[config.mk]
export PLATFORM = sky130hd
export DESIGN_NAME = controlador_rolhas_flat
export DESIGN_NICKNAME = d
export VERILOG_FILES = /design/src/rtl/controlador_rolhas_if.sv /design/src/rtl/controlador_rolhas.sv /design/src/flat_wrapper.sv
export SDC_FILE = /design/constraint.sdc
export NUM_CORES = 1
export LEC_CHECK = 0
export CORE_ASPECT_RATIO = 0.6
export CORE_MARGIN = 2
export CORE_UTILIZATION = 50
export CTS_BUF_LIST = sky130_fd_sc_hd__clkbuf_4 sky130_fd_sc_hd__clkbuf_8 sky130_fd_sc_hd__clkbuf_16
export DETAILED_ROUTE_END_ITERATION = 7
export PLACE_DENSITY = 0.84
export SETUP_SLACK_MARGIN = 0.15
export SYNTH_ARGS = -nofsm -noshare
export SYNTH_HDL_FRONTEND = slang
export SYNTH_SLANG_ARGS = --single-unit
[constraint.sdc]
create_clock -name clk -period 3.2 [get_ports clk]
set_input_delay 0.64 -clock clk [delete_from_list [all_inputs] [get_ports clk]]
set_output_delay 0.64 -clock clk [all_outputs]
set_load 0.02 [all_outputs]
[src/rtl/controlador_rolhas_if.sv]
// Signal bundle between the capping station and the cork stock controller.
// The controller sits on the slave side; the station/bench drives the master side.
interface controlador_rolhas_if;
    logic        habilita;
    logic        req_tampa;
    logic        lote_ok;
    logic        aciona_tampador;
    logic        tampa_ok;
    logic [6:0]  estoque;
    logic        pede_reposicao;
    logic        sem_rolhas;
    logic [15:0] total_tampadas;

    modport master (
        output habilita, req_tampa, lote_ok,
        input  aciona_tampador, tampa_ok, estoque, pede_reposicao, sem_rolhas, total_tampadas
    );

    modport slave (
        input  habilita, req_tampa, lote_ok,
        output aciona_tampador, tampa_ok, estoque, pede_reposicao, sem_rolhas, total_tampadas
    );
endinterface

[src/rtl/controlador_rolhas.sv]
// Cork stock controller: sequences one capping cycle per bottle, tracks a saturating stock.
// Optional macro CONTADOR_TOTAL_EN builds the 16-bit bottles-capped counter.
module controlador_rolhas #(
    parameter int unsigned MAX_ROLHAS     = 99,
    parameter int unsigned LOTE_REPOSICAO = 15,
    parameter int unsigned LIMIAR_MIN     = 5,
    parameter int unsigned TEMPO_TAMPA    = 4
) (
    input  logic                  clk,
    input  logic                  reset,
    controlador_rolhas_if.slave   io_bus
);

    typedef enum logic [1:0] {
        OCIOSO   = 2'd0,
        TAMPANDO = 2'd1,
        CONCLUI  = 2'd2
    } estado_t;

    localparam logic [7:0] L_MAX       = 8'(MAX_ROLHAS);
    localparam logic [7:0] L_LOTE      = 8'(LOTE_REPOSICAO);
    localparam logic [6:0] L_LIMIAR    = 7'(LIMIAR_MIN);
    localparam logic [3:0] L_TEMPO_INI = 4'(TEMPO_TAMPA - 1);

    estado_t     r_estado;
    estado_t     w_prox_estado;
    logic [3:0]  r_timer;
    logic [3:0]  w_prox_timer;
    logic        w_decrementa;
    logic [6:0]  r_estoque;
    logic [6:0]  w_prox_estoque;
    logic [7:0]  w_soma;

    // NOTE: state registers use non-blocking assignments so every flop samples pre-edge values.
    always_ff @(posedge clk or posedge reset) begin
        if (reset) begin
            r_estado  <= OCIOSO;
            r_timer   <= '0;
            r_estoque <= '0;
        end else begin
            r_estado  <= w_prox_estado;
            r_timer   <= w_prox_timer;
            r_estoque <= w_prox_estoque;
        end
    end

    // NOTE: every always_comb output gets a default first so no path can infer a latch.
    always_comb begin
        w_prox_estado = r_estado;
        w_prox_timer  = r_timer;
        w_decrementa  = 1'b0;
        case (r_estado)
            OCIOSO: begin
                if (io_bus.req_tampa && io_bus.habilita && (r_estoque != '0)) begin
                    w_prox_estado = TAMPANDO;
                    w_prox_timer  = L_TEMPO_INI;
                end
            end
            TAMPANDO: begin
                if (r_timer != '0) begin
                    w_prox_timer = r_timer - 4'd1;
                end else begin
                    w_prox_estado = CONCLUI;
                    w_decrementa  = 1'b1;
                end
            end
            CONCLUI: begin
                w_prox_estado = OCIOSO;
            end
            default: begin
                w_prox_estado = OCIOSO;
            end
        endcase
    end

    // Stock is summed 8 bits wide so refill overflow above 127 is caught before saturation;
    // the decrement never underflows because TAMPANDO is only entered with a non-zero stock.
    always_comb begin
        w_soma = {1'b0, r_estoque};
        if (w_decrementa) begin
            w_soma = w_soma - 8'd1;
        end
        if (io_bus.lote_ok) begin
            w_soma = w_soma + L_LOTE;
        end
        w_prox_estoque = (w_soma > L_MAX) ? L_MAX[6:0] : w_soma[6:0];
    end

    assign io_bus.aciona_tampador = (r_estado == TAMPANDO);
    assign io_bus.tampa_ok        = (r_estado == CONCLUI);
    assign io_bus.estoque         = r_estoque;
    assign io_bus.pede_reposicao  = (r_estoque <= L_LIMIAR);
    assign io_bus.sem_rolhas      = (r_estoque == '0);

`ifdef CONTADOR_TOTAL_EN
    logic [15:0] r_total;

    always_ff @(posedge clk or posedge reset) begin
        if (reset) begin
            r_total <= '0;
        end else if (r_estado == CONCLUI) begin
            r_total <= r_total + 16'd1;
        end
    end

    assign io_bus.total_tampadas = r_total;
`else
    assign io_bus.total_tampadas = 16'd0;
`endif

endmodule

[src/flat_wrapper.sv]
// flat-port wrapper written by rule: the top's interface ports become plain ports
module controlador_rolhas_flat 
#(
    parameter int unsigned MAX_ROLHAS     = 99,
    parameter int unsigned LOTE_REPOSICAO = 15,
    parameter int unsigned LIMIAR_MIN     = 5,
    parameter int unsigned TEMPO_TAMPA    = 4
)
  (clk, reset, io_bus_habilita, io_bus_req_tampa, io_bus_lote_ok, io_bus_aciona_tampador, io_bus_tampa_ok, io_bus_estoque, io_bus_pede_reposicao, io_bus_sem_rolhas, io_bus_total_tampadas);
  controlador_rolhas_if io_bus_i ();
  input  logic clk;
  input  logic reset;
  input wire logic [$bits(io_bus_i.habilita)-1:0] io_bus_habilita;
  input wire logic [$bits(io_bus_i.req_tampa)-1:0] io_bus_req_tampa;
  input wire logic [$bits(io_bus_i.lote_ok)-1:0] io_bus_lote_ok;
  output wire logic [$bits(io_bus_i.aciona_tampador)-1:0] io_bus_aciona_tampador;
  output wire logic [$bits(io_bus_i.tampa_ok)-1:0] io_bus_tampa_ok;
  output wire logic [$bits(io_bus_i.estoque)-1:0] io_bus_estoque;
  output wire logic [$bits(io_bus_i.pede_reposicao)-1:0] io_bus_pede_reposicao;
  output wire logic [$bits(io_bus_i.sem_rolhas)-1:0] io_bus_sem_rolhas;
  output wire logic [$bits(io_bus_i.total_tampadas)-1:0] io_bus_total_tampadas;
  assign io_bus_i.habilita = io_bus_habilita;
  assign io_bus_i.req_tampa = io_bus_req_tampa;
  assign io_bus_i.lote_ok = io_bus_lote_ok;
  assign io_bus_aciona_tampador = io_bus_i.aciona_tampador;
  assign io_bus_tampa_ok = io_bus_i.tampa_ok;
  assign io_bus_estoque = io_bus_i.estoque;
  assign io_bus_pede_reposicao = io_bus_i.pede_reposicao;
  assign io_bus_sem_rolhas = io_bus_i.sem_rolhas;
  assign io_bus_total_tampadas = io_bus_i.total_tampadas;
  controlador_rolhas #(.MAX_ROLHAS(MAX_ROLHAS), .LOTE_REPOSICAO(LOTE_REPOSICAO), .LIMIAR_MIN(LIMIAR_MIN), .TEMPO_TAMPA(TEMPO_TAMPA)) u_core (.clk(clk), .reset(reset), .io_bus(io_bus_i));
endmodule
==> impl_metrics.py <==
metrics = {
    "pwr": {
        "powerDensity_nw_per_um2": 689,
        "power_mw": 1.07,
        "ir_drop_mv": 0.421,
        "leakage_nw": 0.640,
    },
    "synthesis": {
        "synthArstFlopShare": 1.00,
        "synth_top_cell_area_share": 0.236,
        "syn_area_sq_um": 1380,
        "synth_area_leaders": "dfrtp_1, buf_4, ha_1",
        "synth_ff_type": "dfrtp_1",
        "synth_edf_count": 0,
        "synth.avg_cell_area_sq_um": 8.56,
        "ys_ff_latch": 13,
        "ys_seq_area_frac": 0.236,
        "synthCells": 161,
        "synth_top_area_cell": "dfrtp_1",
        "ys_types": 48,
        "yosysWarnings": 0,
    },
    "drt": {
        "drt-total-wl_mm": 3.63,
        "dr.pass1.iters": 5,
        "vias": 1263,
        "wl_per_cell_um": 17.4,
        "viasPerCell": 6.07,
        "antenna_left": 0,
        "dr.first_iter.drc_count": 164,
        "drc": 0,
    },
    "sta": {
        "drv_slew": 0,
        "finalSetupViolations": 0,
        "fin_crit_sh": 0.922,
        "relSlewSlack": 0.470,
        "finalClockSkew_ns": 0.00601,
        "hold_viol_final": 0,
        "period_needed_ns": 2.95,
        "hold_ws_ns": 0.536,
        "rsz0062_at_grt": "no",
        "max_slew.worst_pin.slew_ns": 0.788,
        "fmax_mhz": 339,
        "fin_tns_setup_ns": 0,
    },
    "clock_network": {
        "cts_num_sinks": 13,
        "numCtsBuffers": 3,
        "cts-root-buf": "clkbuf_8",
        "htreeDepth": 1,
        "clock_latency_ns": 0.25,
        "clk_path_buf_depth": 2,
        "cts_tree": "done",
        "hold_buffers": 0,
        "clk_pin_slew_worst_paths_ns": 0.06,
    },
    "worst_setup_path": {
        "cp_max_fo": 6,
        "critPathRequiredTime_ns": 3.36,
        "criticalPathCategory": "reg2reg",
        "arrival_ns": 3.11,
        "cp-start-kind": "flop",
        "end_kind": "flop",
    },
    "cells_and_area": {
        "antenna_cells": 0,
        "fill_cells": 223,
        "nNetsFinal": 187,
        "final_core_utilization": 0.607,
        "drive_gt1_frac": 0.170,
        "syn_to_final_growth_pct": 12.5,
    },
    "die": {
        "die_h_um": 44.7,
        "die_x_um": 71.8,
        "die_area_sq_um": 3210,
        "row_count": 14,
        "start_util": 0.539,
        "core_sq_um": 2560,
        "ios": 32,
    },
    "global_route": {
        "gr-total-overflow": 0,
        "grt_max_degree": 17,
        "antenna_found_initial": 0,
        "grt_pass1_wl_mm": 5.64,
        "grt_usage": 0.232,
        "grt_pass1_vias": 1164,
    },
    "flow_run": {
        "maxCapViolations": 0,
    },
    "hold_path": {
        "holdCritPathClass": "reg2reg",
    },
    "place": {
        "dp_hpwl_mm": 2.62,
        "gp_congestion": 0.914,
        "io_buffers": 15,
    },
    "status": {
        "run_status": "complete, no violations",
    },
}
[placed cells by master (no fill, tap or decap), types with 2 or more instances in the layout]
cell type,synthesis,layout
a21o_2,2,2
a21oi_1,7,7
a22oi_1,3,3
a31oi_1,2,2
a32oi_1,2,2
buf_4,18,4
clkbuf_8,0,3
clkdlybuf4s50_1,0,15
conb_1,1,16
dfrtp_1,13,13
ha_1,5,4
inv_1,10,9
mux2i_1,2,2
nand2_1,8,7
nand3b_1,3,3
nand4_1,4,4
nand4b_1,2,2
nor2_1,12,12
nor2b_1,2,2
nor3_1,7,5
nor3_2,0,2
nor3b_1,5,4
nor4_1,4,4
o21ai_0,2,2
o31ai_1,4,4
or3_1,5,5
xnor2_1,6,5
xor2_1,5,5
[repair_timing]
item	4_1_cts	5_1_grt
buffers inserted	0	1
resized for setup	1	9
hold endpoints to repair	0	0
setup endpoints to repair	2	3
pin swaps	0	2
[final timing paths]
path / start / end / slack, ns / cells after the start
max: u_core.r_timer[0]$_DFFE_PP0P_ / u_core.io_bus.estoque[0]$_DFF_PP0_ / 0.25 / 14
min in group asynchronous: reset / u_core.r_timer[0]$_DFFE_PP0P_ / 0.74 / 2
min: u_core.r_timer[0]$_DFFE_PP0P_ / u_core.r_timer[0]$_DFFE_PP0P_ / 0.54 / 1
max in group asynchronous: reset / u_core.io_bus.estoque[3]$_DFF_PP0_ / 2.08 / 2
max reg2reg: u_core.r_timer[0]$_DFFE_PP0P_ / u_core.io_bus.estoque[0]$_DFF_PP0_ / 0.25 / 14
min reg2reg: u_core.r_timer[0]$_DFFE_PP0P_ / u_core.r_timer[0]$_DFFE_PP0P_ / 0.54 / 1
[Yosys cell counts (2+ instances only)]
cell type,instances
mux2i_1,2
nand4_1,4
dfrtp_1,13
nor4_1,4
nand3b_1,3
nor3b_1,5
nor2b_1,2
nand4b_1,2
o21ai_0,2
inv_1,10
xnor2_1,6
a22oi_1,3
xor2_1,5
nand2_1,8
nor2_1,12
nor3_1,7
a31oi_1,2
buf_4,18
ha_1,5
or3_1,5
a21oi_1,7
a32oi_1,2
o31ai_1,4
buf_6,5
a21o_2,2
[per-stage QoR]
stage	worst slack [ns]	instance area, sq um	std cells
final	0.250	1550	208
after global placement	0.294	1460	203
after global routing	0.130	1550	208
after detailed placement	0.0684	1460	203
after floorplan	0.355	1440	176
after CTS	0.155	1510	207
[layer usage]
layer / global-route usage / wire [um] / vias to the layer above
li1: - / - / 578
met1: 0.314 / 1530 / 580
met2: 0.361 / 1560 / 82
met3: 0.0615 / 394 / 23
met4: 0.0868 / 143 / 0
met5: 0 / 0 / -
[critical path, cell delays in order, from the launching register on]
cell     delay (ns)
dfrtp_1        0.41
inv_1          0.07
ha_1           0.17
nor3b_4        0.24
nand2_2        0.12
inv_2          0.13
nor2_1         0.08
nor2_1         0.11
ha_2           0.19
inv_1          0.07
nor3_2         0.24
a221o_1        0.26
and2b_2        0.26
a211o_2        0.32
a32oi_1        0.20
[flip-flops by register name, summed over array words and instances, names as in the netlist]
register and cells:
u_core.io_bus.estoque 7, u_core.r_estado 2, u_core.r_timer 4
[power breakdown]
group          switching (mW)  leakage, nW  internal (mW)
logic                   0.364        0.460          0.260
registers              0.0701        0.153          0.216
clock network          0.0625       0.0262         0.0966
[cell type report]
| cell class | count | area (sq um) | share of cell area |
|---|---|---|---|
| Sequential cell | 13 | 325 | 0.210 |
| Tap cell | 32 | 40.0 | 0.0258 |
| Inverter | 11 | 43.8 | 0.0282 |
| Multi-Input combinational cell | 129 | 913 | 0.589 |
| Timing Repair Buffer | 19 | 180 | 0.116 |
| Clock buffer | 4 | 48.8 | 0.0315 |
[kinds of logic after synthesis]
kind of cell               share of synthesized area
AOI/OAI and AO/OA                              0.183
and+or+nand+nor                                0.271
other                                        0.00272
DFF                                            0.236
muxes                                         0.0227
adders and majority gates                     0.0454
buffers and inverters                          0.169
xor gates and xnor gates                      0.0699
Power figures use the tool's default switching activity.
